===== src/rtl/data_chk_prbs_any.sv =====
// PRBS_ANY: generic LFSR pattern generator/checker producing NBITS bits per
// enabled clock; CHK_MODE=0 generates, CHK_MODE=1 self-synchronises to DATA_IN.
module PRBS_ANY #(
    parameter bit CHK_MODE    = 1'b0,
    parameter int INV_PATTERN = 0,
    parameter int POLY_LENGHT = 31,
    parameter int POLY_TAP    = 3,
    parameter int NBITS       = 16
) (
    input  logic             RST,
    input  logic             CLK,
    input  logic [NBITS-1:0] DATA_IN,
    input  logic             EN,
    output logic [NBITS-1:0] DATA_OUT
);

    logic [POLY_LENGHT:1] prbs_q;
    logic [POLY_LENGHT:1] prbs_d;
    logic [POLY_LENGHT:1] prbs_walk;
    logic [NBITS-1:0]     data_in_i;
    logic [NBITS-1:0]     prbs_xor_b;
    logic                 fb;

    assign data_in_i = (INV_PATTERN == 0) ? DATA_IN : ~DATA_IN;

    // Bit 0 is produced first; each bit advances the register by one step.
    always_comb begin
        prbs_walk  = prbs_q;
        prbs_xor_b = '0;
        fb         = 1'b0;
        for (int i = 0; i < NBITS; i++) begin
            fb            = prbs_walk[POLY_TAP] ^ prbs_walk[POLY_LENGHT];
            prbs_xor_b[i] = fb ^ data_in_i[i];
            prbs_walk     = {prbs_walk[POLY_LENGHT-1:1], (CHK_MODE ? data_in_i[i] : fb)};
        end
        prbs_d = prbs_walk;
    end

    always_ff @(posedge CLK) begin
        if (RST) begin
            prbs_q   <= '1;
            DATA_OUT <= '1;
        end else if (EN) begin
            prbs_q   <= prbs_d;
            DATA_OUT <= prbs_xor_b;
        end
    end

endmodule


===== config.mk =====
export PLATFORM = sky130hd
export DESIGN_NAME = PRBS_ANY
export DESIGN_NICKNAME = d
export VERILOG_FILES = /design/src/rtl/data_chk_prbs_any.sv
export SDC_FILE = /design/constraint.sdc
export NUM_CORES = 1
export LEC_CHECK = 0
export CELL_PAD_IN_SITES_DETAIL_PLACEMENT = 0
export CELL_PAD_IN_SITES_GLOBAL_PLACEMENT = 1
export CORE_AREA = 2 2 76 78
export DETAILED_ROUTE_END_ITERATION = 10
export DIE_AREA = 0 0 78 80
export PLACE_DENSITY = 0.73
export SYNTH_ARGS = -nofsm -noshare
export SYNTH_HDL_FRONTEND = slang
export SYNTH_SLANG_ARGS = --single-unit

===== constraint.sdc =====
create_clock -name CLK -period 2 [get_ports CLK]
set_clock_uncertainty 0.1 [all_clocks]
set_input_delay 0.3 -clock CLK [delete_from_list [all_inputs] [get_ports CLK]]
set_output_delay 0.3 -clock CLK [all_outputs]
set_load 0.03 [all_outputs]

==> flow_summary.html <==
<table>
<tr><th>Metric</th><th>Value</th></tr>
<tr><th colspan="2">Timing</th></tr>
<tr><td>Number of hold violations in the final report</td><td>0</td></tr>
<tr><td>Setup TNS</td><td>0 ps</td></tr>
<tr><td>Max Clock Freq</td><td>545 MHz</td></tr>
<tr><td>Slew headroom</td><td>67.9%</td></tr>
<tr><td>Clock period minus worst slack</td><td>1830 ps</td></tr>
<tr><td>Setup violators final</td><td>0</td></tr>
<tr><td>Worst hold-check slack</td><td>367 ps</td></tr>
<tr><td>Worst setup slack after layout</td><td>166 ps</td></tr>
<tr><td>Setup repair after global routing missed its margin</td><td>false</td></tr>
<tr><td>Tcrit/Tclk final</td><td>91.7%</td></tr>
<tr><td>Slew of the pin with the lowest slew margin</td><td>479 ps</td></tr>
<tr><td>Slew Limit Fails</td><td>0</td></tr>
<tr><th colspan="2">Place</th></tr>
<tr><td>GPL Wtd Cong</td><td>0.760</td></tr>
<tr><td>Detailed placer's ending HPWL</td><td>2950 um</td></tr>
<tr><td>Cell area reported after detailed placement</td><td>2520 um^2</td></tr>
<tr><td>Placed Cells</td><td>303</td></tr>
<tr><td>Number of I/O port buffers</td><td>34</td></tr>
<tr><td>Place WS</td><td>155 ps</td></tr>
<tr><th colspan="2">Global routing</th></tr>
<tr><td>First-pass GRT wire length</td><td>6850 um</td></tr>
<tr><td>Maximum number of pins on one net before global-route repair</td><td>39</td></tr>
<tr><td>Leftover overflow at the end of global routing</td><td>0</td></tr>
<tr><td>Antenna violations before repair</td><td>0</td></tr>
<tr><td>Tot GR Track Use</td><td>14.2%</td></tr>
<tr><td>Via count of the first global-routing pass</td><td>1,421</td></tr>
<tr><th colspan="2">Setup path</th></tr>
<tr><td>Biggest cell delay along the critical path</td><td>550 ps</td></tr>
<tr><td>Cell type of the slowest stage on the worst timing path</td><td>sky130_fd_sc_hd__xnor3_2</td></tr>
<tr><td>R2R cell count</td><td>4</td></tr>
<tr><td>Path type of the worst setup path</td><td>flop to flop</td></tr>
<tr><td>Element type at the critical path end</td><td>flop</td></tr>
<tr><td>Worst Path Arrival</td><td>1930 ps</td></tr>
<tr><td>Type of origin of the critical path</td><td>flop</td></tr>
<tr><td>Largest fanout on the critical path</td><td>4</td></tr>
<tr><td>CP required</td><td>2100 ps</td></tr>
<tr><td>Critical Path, Cell by Cell</td><td>xnor3_2 -&gt; xnor2_4 -&gt; xnor3_1 -&gt; a21bo_1</td></tr>
<tr><th colspan="2">Finish</th></tr>
<tr><td>Fill cells</td><td>534</td></tr>
<tr><td>Fraction of final layout cells with drive strength greater than 1</td><td>10.5%</td></tr>
<tr><td>Count of non-filler cells in the finished layout</td><td>311</td></tr>
<tr><td>Number of diodes</td><td>0</td></tr>
<tr><td>Area occupied by registers</td><td>941 um^2</td></tr>
<tr><td>Final Cell Area</td><td>2600 um^2</td></tr>
<tr><td>Final Util</td><td>48.1%</td></tr>
<tr><td>Combined area of the multi-input logic cells</td><td>1100 um^2</td></tr>
<tr><td>Area grow syn2layout</td><td>24.2%</td></tr>
<tr><td># nets final</td><td>257</td></tr>
<tr><th colspan="2">Power and ir drop</th></tr>
<tr><td>Leakage power</td><td>1.05 nW</td></tr>
<tr><td>Power per cell area</td><td>1030 nW/um^2</td></tr>
<tr><td>Overall power after layout</td><td>2.68 mW</td></tr>
<tr><td>Worst voltage drop across the vdd grid</td><td>512 uV</td></tr>
<tr><th colspan="2">Route</th></tr>
<tr><td>Average wire length per cell after detail routing</td><td>13.3 um</td></tr>
<tr><td>Count of unresolved DRC violations after routing</td><td>0</td></tr>
<tr><td>Number of vias after detailed routing</td><td>1,479</td></tr>
<tr><td>First drt pass iteration count</td><td>4</td></tr>
<tr><td>Number of nets still failing antenna checks after routing</td><td>0</td></tr>
<tr><td>DR vias/cell</td><td>4.76</td></tr>
<tr><td>Drt total wl</td><td>4150 um</td></tr>
<tr><td>Violation count after the first detailed-routing iteration</td><td>49</td></tr>
<tr><th colspan="2">Status</th></tr>
<tr><td>Status</td><td>finished clean</td></tr>
<tr><th colspan="2">Logic synthesis</th></tr>
<tr><td>Sequential area share after synthesis</td><td>44.9%</td></tr>
<tr><td>Syn nets</td><td>223</td></tr>
<tr><td>Number of register bits inferred by synthesis</td><td>47</td></tr>
<tr><td>Netlist area before placement</td><td>2100 um^2</td></tr>
<tr><td>Cell types with the largest area share after synthesis</td><td>sky130_fd_sc_hd__dfxtp_1 (45%), sky130_fd_sc_hd__a211o_1 (9.6%), sky130_fd_sc_hd__xnor2_1 (7.9%)</td></tr>
<tr><td>Distinct cells, synth</td><td>22</td></tr>
<tr><td>Top cell type's share of synthesized area</td><td>44.9%</td></tr>
<tr><td>Count of warnings emitted by yosys</td><td>0</td></tr>
<tr><td>Mapped Avg Cell Area</td><td>10.3 um^2</td></tr>
<tr><td>Synth area leader</td><td>sky130_fd_sc_hd__dfxtp_1</td></tr>
<tr><td>Post-Synthesis Cells</td><td>204</td></tr>
<tr><th colspan="2">Floorplan</th></tr>
<tr><td>Die boundary width</td><td>78 um</td></tr>
<tr><td>Starting utilization of the core area</td><td>38.8%</td></tr>
<tr><td>Boundary Pins</td><td>35</td></tr>
<tr><td>Y dimension of the die</td><td>80 um</td></tr>
<tr><td>Floorplan die area</td><td>6240 um^2</td></tr>
<tr><td>Placement Rows</td><td>27</td></tr>
<tr><td>Area of the core region</td><td>5410 um^2</td></tr>
<tr><th colspan="2">Min path</th></tr>
<tr><td>Worst hold path type</td><td>flop to flop</td></tr>
<tr><td>Worst hold path stage count</td><td>1</td></tr>
<tr><th colspan="2">CTS</th></tr>
<tr><td>Number of clock sinks</td><td>47</td></tr>
<tr><td>Clock buffer count from CTS</td><td>5</td></tr>
<tr><td>TritonCTS clock tree</td><td>yes</td></tr>
<tr><td>Post-CTS setup-driven buffer insertion count</td><td>0</td></tr>
<tr><td>Clock Latency Late Sink</td><td>300 ps</td></tr>
<tr><td>Post-cts sizing count</td><td>0</td></tr>
<tr><td>CTS root buffer</td><td>sky130_fd_sc_hd__clkbuf_8</td></tr>
<tr><td>Worst-case clock buffer depth</td><td>2</td></tr>
<tr><td>Hold-fix buffers at CTS</td><td>0</td></tr>
<tr><td>Deepest level of the CTS H-tree</td><td>2</td></tr>
<tr><td>Clock transition at path regs</td><td>80 ps</td></tr>
<tr><th colspan="2">Flow run</th></tr>
<tr><td>Max-cap violation count</td><td>0</td></tr>
</table>
[report_power, final]
group	internal, mW	total (mW)	leakage (nW)	switching (mW)
clock	0.246	0.565	0.0422	0.319
combinational	0.495	0.957	0.612	0.462
sequential	1.07	1.16	0.391	0.0909
total	1.81	2.68	1.05	0.872
[cells in the mapped netlist (all sizes together)]
master	instances
and2	1
nor2b	19
a21bo	3
xor3	1
a21oi	18
nor2	20
clkinv	1
xor2	10
or2	5
a211o	24
buf	1
xnor2	21
xnor3	5
dfxtp	47
o21bai	5
clkbuf	13
o21ai	4
nor3	6
[registers in the layout, indices dropped and copies added, names as in the netlist]
signal and flops:
prbs_q 31, DATA_OUT 16
[worst max-delay path, delay by kind of cell (launching register included)]
family,cells,cell delay [ps]
xor gates and xnor gates,3,1050
DFF,1,390
AOI/OAI and AO/OA,1,190
[path summary, 6_finish.rpt]
path                               start                         to  slack (ps)
setup / recovery  prbs_q[2]$_SDFFE_PP1P_  DATA_OUT[13]$_SDFFE_PP1P_         170
hold / removal    prbs_q[8]$_SDFFE_PP1P_    prbs_q[24]$_SDFFE_PP1P_         370
setup reg to reg  prbs_q[2]$_SDFFE_PP1P_  DATA_OUT[13]$_SDFFE_PP1P_         170
hold reg to reg   prbs_q[8]$_SDFFE_PP1P_    prbs_q[24]$_SDFFE_PP1P_         370
[cells by family after synthesis]
logic type,share of synthesized area (%)
DFF,44.9
buffers and inverters,2.69
xor gates and xnor gates,21.4
AOI/OAI and AO/OA,18.6
and+or+nand+nor,12.5
[final cells by class]
type                    instances  area share [%]
clock buffers                   7            2.93
clock inverters                 1           0.192
inverters                       1           0.144
multi-input cells             142            42.2
flip-flops and latches         47            36.2
well taps                      72            3.46
repair buffers                 41            14.9
[cell usage in the layout, fill, tap and decap left out]
cell                              count
sky130_fd_sc_hd__nor2_1              20
sky130_fd_sc_hd__clkbuf_1             2
sky130_fd_sc_hd__and2_1               1
sky130_fd_sc_hd__xnor2_1             19
sky130_fd_sc_hd__nor3_1               6
sky130_fd_sc_hd__clkbuf_8             5
sky130_fd_sc_hd__clkdlybuf4s50_1     33
sky130_fd_sc_hd__clkinv_1             1
sky130_fd_sc_hd__a21bo_2              1
sky130_fd_sc_hd__xor2_1              10
sky130_fd_sc_hd__dfxtp_1             47
sky130_fd_sc_hd__o21ai_0              4
sky130_fd_sc_hd__o21bai_1             5
sky130_fd_sc_hd__xnor2_4              2
sky130_fd_sc_hd__buf_4                7
sky130_fd_sc_hd__a211o_1             23
sky130_fd_sc_hd__a21bo_1              2
sky130_fd_sc_hd__xor3_1               1
sky130_fd_sc_hd__a21oi_1             18
sky130_fd_sc_hd__buf_2                1
sky130_fd_sc_hd__clkinv_2             1
sky130_fd_sc_hd__xnor3_1              3
sky130_fd_sc_hd__xnor3_2              2
sky130_fd_sc_hd__or2_2                5
sky130_fd_sc_hd__nor2b_1             19
sky130_fd_sc_hd__a211o_2              1
[metal layers]
metal	global-route usage (%)	vias up	part of all wire (%)
met5	0	-	0
met3	3.51	6	3.7
met4	4.74	0	1.2
li1	-	761	-
met2	23.1	27	47
met1	18.4	685	48
Power figures use the tool's default switching activity.
